`src/rtl/signed_display_scanner_pkg.sv`:
```
// Shared digit codes, segment patterns and FSM encoding for the signed display scanner.
package signed_display_scanner_pkg;

    localparam logic [3:0] CODE_DASH  = 4'd10;
    localparam logic [3:0] CODE_BLANK = 4'd11;

    typedef enum logic [1:0] {
        IDLE   = 2'd0,
        CONV   = 2'd1,
        UPDATE = 2'd2
    } state_t;

    // Active-high {g,f,e,d,c,b,a}; polarity is applied only at the pins.
    function automatic logic [6:0] seg_pattern(input logic [3:0] code);
        case (code)
            4'd0:    seg_pattern = 7'h3F;
            4'd1:    seg_pattern = 7'h06;
            4'd2:    seg_pattern = 7'h5B;
            4'd3:    seg_pattern = 7'h4F;
            4'd4:    seg_pattern = 7'h66;
            4'd5:    seg_pattern = 7'h6D;
            4'd6:    seg_pattern = 7'h7D;
            4'd7:    seg_pattern = 7'h07;
            4'd8:    seg_pattern = 7'h7F;
            4'd9:    seg_pattern = 7'h6F;
            4'd10:   seg_pattern = 7'h40;
            default: seg_pattern = 7'h00;
        endcase
    endfunction

endpackage

```
`src/rtl/signed_display_scanner_bin2bcd_seq.sv`:
```
// Iterative shift-add-3 (double-dabble) binary to BCD converter, one bit per clock.
module bin2bcd_seq #(
    parameter  int WIDTH = 9,
    localparam int NB    = (WIDTH + 2) / 3
) (
    input  logic              clk,
    input  logic              rst_n,
    input  logic              start,
    input  logic [WIDTH-1:0]  bin,
    output logic              busy,
    output logic              done,
    output logic [4*NB-1:0]   bcd
);

    localparam int CW = $clog2(WIDTH + 1);

    logic [WIDTH-1:0] shift_reg;
    logic [4*NB-1:0]  bcd_reg;
    logic [4*NB-1:0]  bcd_adj;
    logic [CW-1:0]    count_reg;
    logic             busy_reg;

    for (genvar gi = 0; gi < NB; gi++) begin : g_adj
        assign bcd_adj[4*gi +: 4] = (bcd_reg[4*gi +: 4] >= 4'd5) ?
                                    bcd_reg[4*gi +: 4] + 4'd3 : bcd_reg[4*gi +: 4];
    end

    always_ff @(posedge clk or negedge rst_n) begin
        if (!rst_n) begin
            shift_reg <= '0;
            bcd_reg   <= '0;
            count_reg <= '0;
            busy_reg  <= 1'b0;
        end else if (start && !busy_reg) begin
            shift_reg <= bin;
            bcd_reg   <= '0;
            count_reg <= '0;
            busy_reg  <= 1'b1;
        end else if (busy_reg) begin
            bcd_reg   <= {bcd_adj[4*NB-2:0], shift_reg[WIDTH-1]};
            shift_reg <= {shift_reg[WIDTH-2:0], 1'b0};
            count_reg <= count_reg + CW'(1);
            if (count_reg == CW'(WIDTH - 1)) begin
                busy_reg <= 1'b0;
            end
        end
    end

    // High in the cycle whose closing edge applies the final shift, so the
    // caller sees a complete bcd on the following cycle.
    assign done = busy_reg && (count_reg == CW'(WIDTH - 1));
    assign busy = busy_reg;
    assign bcd  = bcd_reg;

endmodule

```
`src/rtl/signed_display_scanner.sv`:
```
// Captures a signed/unsigned result, converts it to BCD and scans it onto a
// multiplexed 7-segment bank with a fixed leftmost sign digit.
module signed_display_scanner
    import signed_display_scanner_pkg::*;
#(
    parameter int WIDTH        = 9,
    parameter int DIGITS       = 4,
    parameter int REFRESH_DIV  = 50000,
    parameter int COMMON_ANODE = 1
) (
    input  logic              clk,
    input  logic              rst_n,
    input  logic              load,
    input  logic [WIDTH-1:0]  value,
    input  logic              is_signed,
    output logic              busy,
    output logic              done,
    output logic              ovf,
    output logic [DIGITS-1:0] an,
    output logic [6:0]        sseg
);

    localparam int NB   = (WIDTH + 2) / 3;
    localparam int ND   = DIGITS - 1;
    localparam int PADD = (NB > ND) ? NB : ND;
    localparam int IDXW = (DIGITS > 1) ? $clog2(DIGITS) : 1;
    localparam int CNTW = (REFRESH_DIV > 1) ? $clog2(REFRESH_DIV) : 1;

    state_t            state_reg, state_next;
    logic              neg_reg;
    logic              accept;
    logic              neg_in;
    logic [WIDTH-1:0]  mag_in;
    logic              eng_busy, eng_done;
    logic [4*NB-1:0]   eng_bcd;
    logic [4*PADD-1:0] bcd_pad;
    logic [3:0]        code_reg  [DIGITS];
    logic [3:0]        code_next [DIGITS];
    logic              ovf_reg, ovf_next, nz;
    logic [CNTW-1:0]   refresh_reg;
    logic [IDXW-1:0]   scan_idx_reg;
    logic [DIGITS-1:0] an_onehot;
    logic [DIGITS-1:0] an_reg;
    logic [6:0]        sseg_reg;
    logic [3:0]        sel_code;

    // The done cycle also accepts a load, so only an active conversion blocks capture.
    assign accept = load && (state_reg != CONV);
    assign neg_in = is_signed & value[WIDTH-1];
    assign mag_in = neg_in ? (~value + WIDTH'(1)) : value;

    bin2bcd_seq #(.WIDTH(WIDTH)) u_bin2bcd (
        .clk   (clk),
        .rst_n (rst_n),
        .start (accept),
        .bin   (mag_in),
        .busy  (eng_busy),
        .done  (eng_done),
        .bcd   (eng_bcd)
    );

    always_ff @(posedge clk or negedge rst_n) begin
        if (!rst_n) begin
            state_reg <= IDLE;
            neg_reg   <= 1'b0;
        end else begin
            state_reg <= state_next;
            if (accept) begin
                neg_reg <= neg_in;
            end
        end
    end

    always_comb begin
        state_next = state_reg;
        case (state_reg)
            IDLE:    if (accept) state_next = CONV;
            CONV:    if (eng_done) state_next = UPDATE;
            UPDATE:  state_next = accept ? CONV : IDLE;
            default: state_next = IDLE;
        endcase
    end

    // Walk from the top numeric digit down so nz marks "something nonzero at or above here".
    always_comb begin
        bcd_pad = '0;
        bcd_pad[4*NB-1:0] = eng_bcd;
        for (int i = 0; i < DIGITS; i++) begin
            code_next[i] = CODE_BLANK;
        end
        ovf_next = 1'b0;
        for (int i = ND; i < PADD; i++) begin
            if (bcd_pad[4*i +: 4] != 4'd0) ovf_next = 1'b1;
        end
        nz = 1'b0;
        for (int i = ND - 1; i >= 0; i--) begin
            nz = nz | (bcd_pad[4*i +: 4] != 4'd0);
            if (ovf_next)            code_next[i] = CODE_DASH;
            else if (nz || (i == 0)) code_next[i] = bcd_pad[4*i +: 4];
            else                     code_next[i] = CODE_BLANK;
        end
        code_next[ND] = (neg_reg && !ovf_next) ? CODE_DASH : CODE_BLANK;
    end

    always_ff @(posedge clk or negedge rst_n) begin
        if (!rst_n) begin
            for (int i = 0; i < DIGITS; i++) begin
                code_reg[i] <= CODE_BLANK;
            end
            ovf_reg <= 1'b0;
        end else if (state_reg == UPDATE) begin
            code_reg <= code_next;
            ovf_reg  <= ovf_next;
        end
    end

    always_ff @(posedge clk or negedge rst_n) begin
        if (!rst_n) begin
            refresh_reg  <= '0;
            scan_idx_reg <= '0;
        end else if (refresh_reg == CNTW'(REFRESH_DIV - 1)) begin
            refresh_reg  <= '0;
            scan_idx_reg <= (scan_idx_reg == IDXW'(DIGITS - 1)) ? '0 : scan_idx_reg + IDXW'(1);
        end else begin
            refresh_reg <= refresh_reg + CNTW'(1);
        end
    end

    for (genvar gi = 0; gi < DIGITS; gi++) begin : g_onehot
        assign an_onehot[gi] = (scan_idx_reg == IDXW'(gi));
    end

    always_comb begin
        sel_code = CODE_BLANK;
        for (int i = 0; i < DIGITS; i++) begin
            if (scan_idx_reg == IDXW'(i)) sel_code = code_reg[i];
        end
    end

    // Anode and segments share one register stage so they always change together.
    always_ff @(posedge clk or negedge rst_n) begin
        if (!rst_n) begin
            an_reg   <= '0;
            sseg_reg <= '0;
        end else begin
            an_reg   <= an_onehot;
            sseg_reg <= seg_pattern(sel_code);
        end
    end

    assign an   = (COMMON_ANODE != 0) ? ~an_reg   : an_reg;
    assign sseg = (COMMON_ANODE != 0) ? ~sseg_reg : sseg_reg;
    assign busy = eng_busy;
    assign done = (state_reg == UPDATE);
    assign ovf  = ovf_reg;

endmodule
```
`config.mk`:
```
export PLATFORM = sky130hd
export DESIGN_NAME = signed_display_scanner
export DESIGN_NICKNAME = d
export VERILOG_FILES = /design/src/rtl/signed_display_scanner_pkg.sv /design/src/rtl/signed_display_scanner_bin2bcd_seq.sv /design/src/rtl/signed_display_scanner.sv
export SDC_FILE = /design/constraint.sdc
export NUM_CORES = 1
export LEC_CHECK = 0
export ABC_AREA = 0
export BUFFER_PORTS_ARGS = -buffer_cell sky130_fd_sc_hd__buf_2
export CAP_MARGIN = 30
export CORE_ASPECT_RATIO = 1.4
export CORE_MARGIN = 8
export CORE_UTILIZATION = 40
export DETAILED_ROUTE_END_ITERATION = 12
export MAX_ROUTING_LAYER = met4
export PLACE_DENSITY = 0.56
export SLEW_MARGIN = 5
export SYNTH_ARGS = -nofsm -noshare
export SYNTH_HDL_FRONTEND = slang
export SYNTH_SLANG_ARGS = --single-unit
```
`constraint.sdc`:
```
create_clock -name clk -period 6 [get_ports clk]
set_input_delay 0.3 -clock clk [delete_from_list [all_inputs] [get_ports clk]]
set_output_delay 0.3 -clock clk [all_outputs]
set_load 0.01 [all_outputs]
```
==> summary.md <==
| Metric | Value |
|---|---|
| Post-route worst hold slack | 0.249 ns |
| Main combinational cell family by area after synthesis | simple AND/OR/NAND/NOR gates |
| Post-Synth Adder-Cell Area | 7.01% |
| H-tree lvl count | 3 |
| Relative max-transition margin | 47.6% |
| DP Worst Slack | 3.70 ns |
| Drt pass-1 iters | 4 |
| Summed instance area of the synthesized netlist | 0.00375 sq mm |
| Number of nets in the finished design | 447 |
| Post-placement cell area | 0.00395 sq mm |
| Die Outline Area | 0.0128 sq mm |
| Type of origin of the critical path | flip-flop |
| Main synth FF type | sky130_fd_sc_hd__dfrtp_1 |
| Final critical delay including setup and external delays | 2.27 ns |
| Iteration-0 DRC Markers | 96 |
| Synthesized netlist cell count | 388 |
| Post-Synth Simple-Gate Area | 18.5% |
| Synthesis Warnings | 0 |
| Mux share of post-synthesis cell area | 2.84% |
| Flip-flop count of the largest register after layout | 16 |
| Clk Tree Root Cell | sky130_fd_sc_hd__clkbuf_16 |
| CTS clock-pin slew for the worst setup and hold paths | 0.05 ns |
| Average wire per cell in the routed design | 13.6 um |
| Total count of hold-check failures in the final report | 0 |
| Average instance area after synthesis | 9.65 sq um |
| Portion of the post-synthesis area used by sequential elements | 47.8% |
| Largest net degree at the start of global routing | 72 |
| Critical path cell sequence | clkinv_1 > a31oi_1 > o21ai_0 |
| Final wirelength | 7170 um |
| Chip height | 131 um |
| Startpoint-to-endpoint class of the critical path | flip-flop to flip-flop |
| Max-cap violations | 0 |
| Setup Total Neg Slack | 0 ns |
| TritonCTS buffer count | 9 |
| IO Pins | 27 |
| Data arrival time of the critical path | 2.47 ns |
| Core footprint | 0.00930 sq mm |
| Global-route wire length before repair | 12900 um |
| Vias per inst | 5.22 |
| Skew final | 0.00667 ns |
| Endpoint class of the critical path | flip-flop |
| RSZ-0062 raised after global routing | no |
| Number of pins exceeding their max-slew limit in the final report | 0 |
| Critical-path maximum fanout | 28 |
| DRC violation count after routing | 0 |
| Longest Clk Path Bufs | 2 |
| Flip-flop and latch count after synthesis | 71 |
| WP data required | 6.20 ns |
| Post-synthesis compound-gate area fraction | 13.1% |
| Insertion delay to the later sink of the worst-skew pair | 0.33 ns |
| Gates resized, CTS repair | 0 |
| Crit-path slowest cell | sky130_fd_sc_hd__dfrtp_1 |
| Lkg Pwr | 1.95 nW |
| Clock tree from TritonCTS | built |
| Netlist cell types | 57 |
| Number of standard-cell rows in the floorplan | 42 |
| CTS sink cnt | 71 |
| Remaining antenna violation count after routing | 0 |
| FMAX | 441 MHz |
| Type of the tightest min-delay check | input pin to flip-flop |
| # diodes | 0 |
| Vias after detailed routing | 2755 |
| Via count of the first global-routing pass | 2851 |
| Peak ir drop on the vdd network | 0.183 mV |
| Status | finished clean |
| RePlAce Congestion | 0.789 |
| Summed area of non-filler cells in the final layout | 0.00428 sq mm |
| Total setup violations reported at the end of the flow | 0 |
| Delay of the slowest cell on the worst path | 0.84 ns |
| Placed wire-length estimate | 5110 um |
| Fraction of final layout cells sized beyond drive strength 1 | 14.4% |
| Synthesized netlist net count | 422 |
| Power density cells | 424 mW/mm^2 |
| Area growth from synthesis to layout | 14.3% |
| Antenna violations before repair | 0 |
| Fraction of the cycle the final worst path needs | 37.8% |
| Tightest Pin Transition | 0.784 ns |
| Number of enable-type register cells in the synthesized netlist | 0 |
| Xor/xnor share of the synthesized area | 5.61% |
| Die Width | 97.8 um |
| Global router's overall resource usage | 13.0% |
| Effective utilization at floorplan | 40.3% |
| Async S/R FF share, synth | 100% |
| Count of buffers from port buffering | 25 |
| Final setup slack of the worst path | 3.73 ns |
| Total congestion overflow | 0 |
worst paths after layout:
kind | startpoint | end | slack [ns] | cells past startpoint
max | u_bin2bcd.busy | u_bin2bcd.shift_reg[5] | 3.73 | 3
min | value[0] | u_bin2bcd.shift_reg[0] | 0.25 | 3
max reg2reg | u_bin2bcd.busy | u_bin2bcd.shift_reg[5] | 3.73 | 3
min reg2reg | neg_reg | code_reg[0] | 0.43 | 1
max in group asynchronous | rst_n | code_reg[5] | 5.00 | 4
min in group asynchronous | rst_n | refresh_reg[7] | 0.43 | 3
routing by layer:
| metal | vias up | share of wire, % | wire (um) | GRT usage, % |
|---|---|---|---|---|
| met3 | 11 | 3.8 | 269 | 3.23 |
| met4 | 0 | 2.4 | 172 | 7.92 |
| met2 | 42 | 49 | 3530 | 21.8 |
| met5 | - | 0 | 0 | - |
| met1 | 1321 | 45 | 3200 | 13.7 |
| li1 | 1381 | - | - | - |
worst max-delay path, delay by kind of cell (launching register included):
kind	cells	cell delay, ns
DFF	1	0.84
buffers and inverters	1	0.80
AOI/OAI and AO/OA	2	0.49
cells in the final DEF (no fill, tap or decap), types with 3 or more instances in the layout:
master,instances
sky130_fd_sc_hd__a21oi_1,18
sky130_fd_sc_hd__a31oi_1,4
sky130_fd_sc_hd__buf_2,25
sky130_fd_sc_hd__clkbuf_16,9
sky130_fd_sc_hd__clkinv_2,3
sky130_fd_sc_hd__dfrtp_1,61
sky130_fd_sc_hd__dfstp_2,10
sky130_fd_sc_hd__ha_1,21
sky130_fd_sc_hd__inv_1,33
sky130_fd_sc_hd__mux2_2,4
sky130_fd_sc_hd__mux2i_1,5
sky130_fd_sc_hd__nand2_1,47
sky130_fd_sc_hd__nand2b_1,5
sky130_fd_sc_hd__nand3_1,23
sky130_fd_sc_hd__nand3b_1,3
sky130_fd_sc_hd__nand4_1,3
sky130_fd_sc_hd__nor2_1,20
sky130_fd_sc_hd__nor2b_1,4
sky130_fd_sc_hd__nor3_1,9
sky130_fd_sc_hd__nor3b_1,7
sky130_fd_sc_hd__o21ai_0,26
sky130_fd_sc_hd__o22a_1,3
sky130_fd_sc_hd__o31ai_1,6
sky130_fd_sc_hd__xnor2_1,18
sky130_fd_sc_hd__xor2_1,6
what timing repair did:
item	in CTS	in global routing
setup endpoints to repair	0	0
hold endpoints to repair	0	9
buffers inserted	0	0
hold buffers	0	1
cell usage after synthesis (all sizes together), types with 2 or more instances:
master  instances  share of area, %
mux2i           5               1.3
clkbuf         10               1.0
nand4           4              0.84
nand3          23               3.1
o31ai           7               1.8
nor4            2              0.50
nand2          47               4.7
dfstp          10               7.0
nor3            9               1.2
and4            2              0.50
or3             2              0.33
nand2b          5              0.84
o32ai           2              0.47
dfrtp          61                41
nor3b           7               1.4
a31oi           4              0.67
nor2b           4              0.67
xor2            6               1.4
o22a            3              0.70
buf             4              0.67
and2            3              0.50
ha             21               7.0
mux2            5               1.5
xnor2          18               4.2
nor2           20               2.0
a22o            2              0.47
inv            33               3.3
a21oi          18               2.4
o21ai          27               3.6
nand3b          3              0.60
o22ai           2              0.33
and3            2              0.33
power breakdown:
group | switching (W) | internal, W | total [W]
Clock | 0.000189 | 0.000331 | 0.000520
Sequential | 0.000115 | 0.000634 | 0.000749
Combinational | 0.000303 | 0.000246 | 0.000549
per-stage QoR:
step	power [W]	cells	utilization, %
6_report	0.00182	528	46.0
5_1_grt	0.00196	528	46.0
4_1_cts	0.00185	526	45.6
3_5_place_dp	0.00132	510	42.5
3_3_place_gp	0.00130	510	42.5
2_1_floorplan	0.00116	388	-
area by class of cell:
cell class	instances	area (sq um)
clock buffers	12	246
clock inverters	4	45.0
flip-flops and latches	71	1790
well taps	110	138
fillers	907	5020
repair buffers	28	170
multi-input cells	269	1770
inverters	34	128
kinds of logic (layout without fill, tap and decap cells):
family / Yosys count / after routing
fa+ha+maj: 21 / 21
buf+inv: 48 / 78
compound gates: 76 / 76
simple gates: 137 / 137
mux: 10 / 10
xor+xnor: 24 / 24
flops: 71 / 71
other cells: 1 / 1
Power figures use the tool's default switching activity.
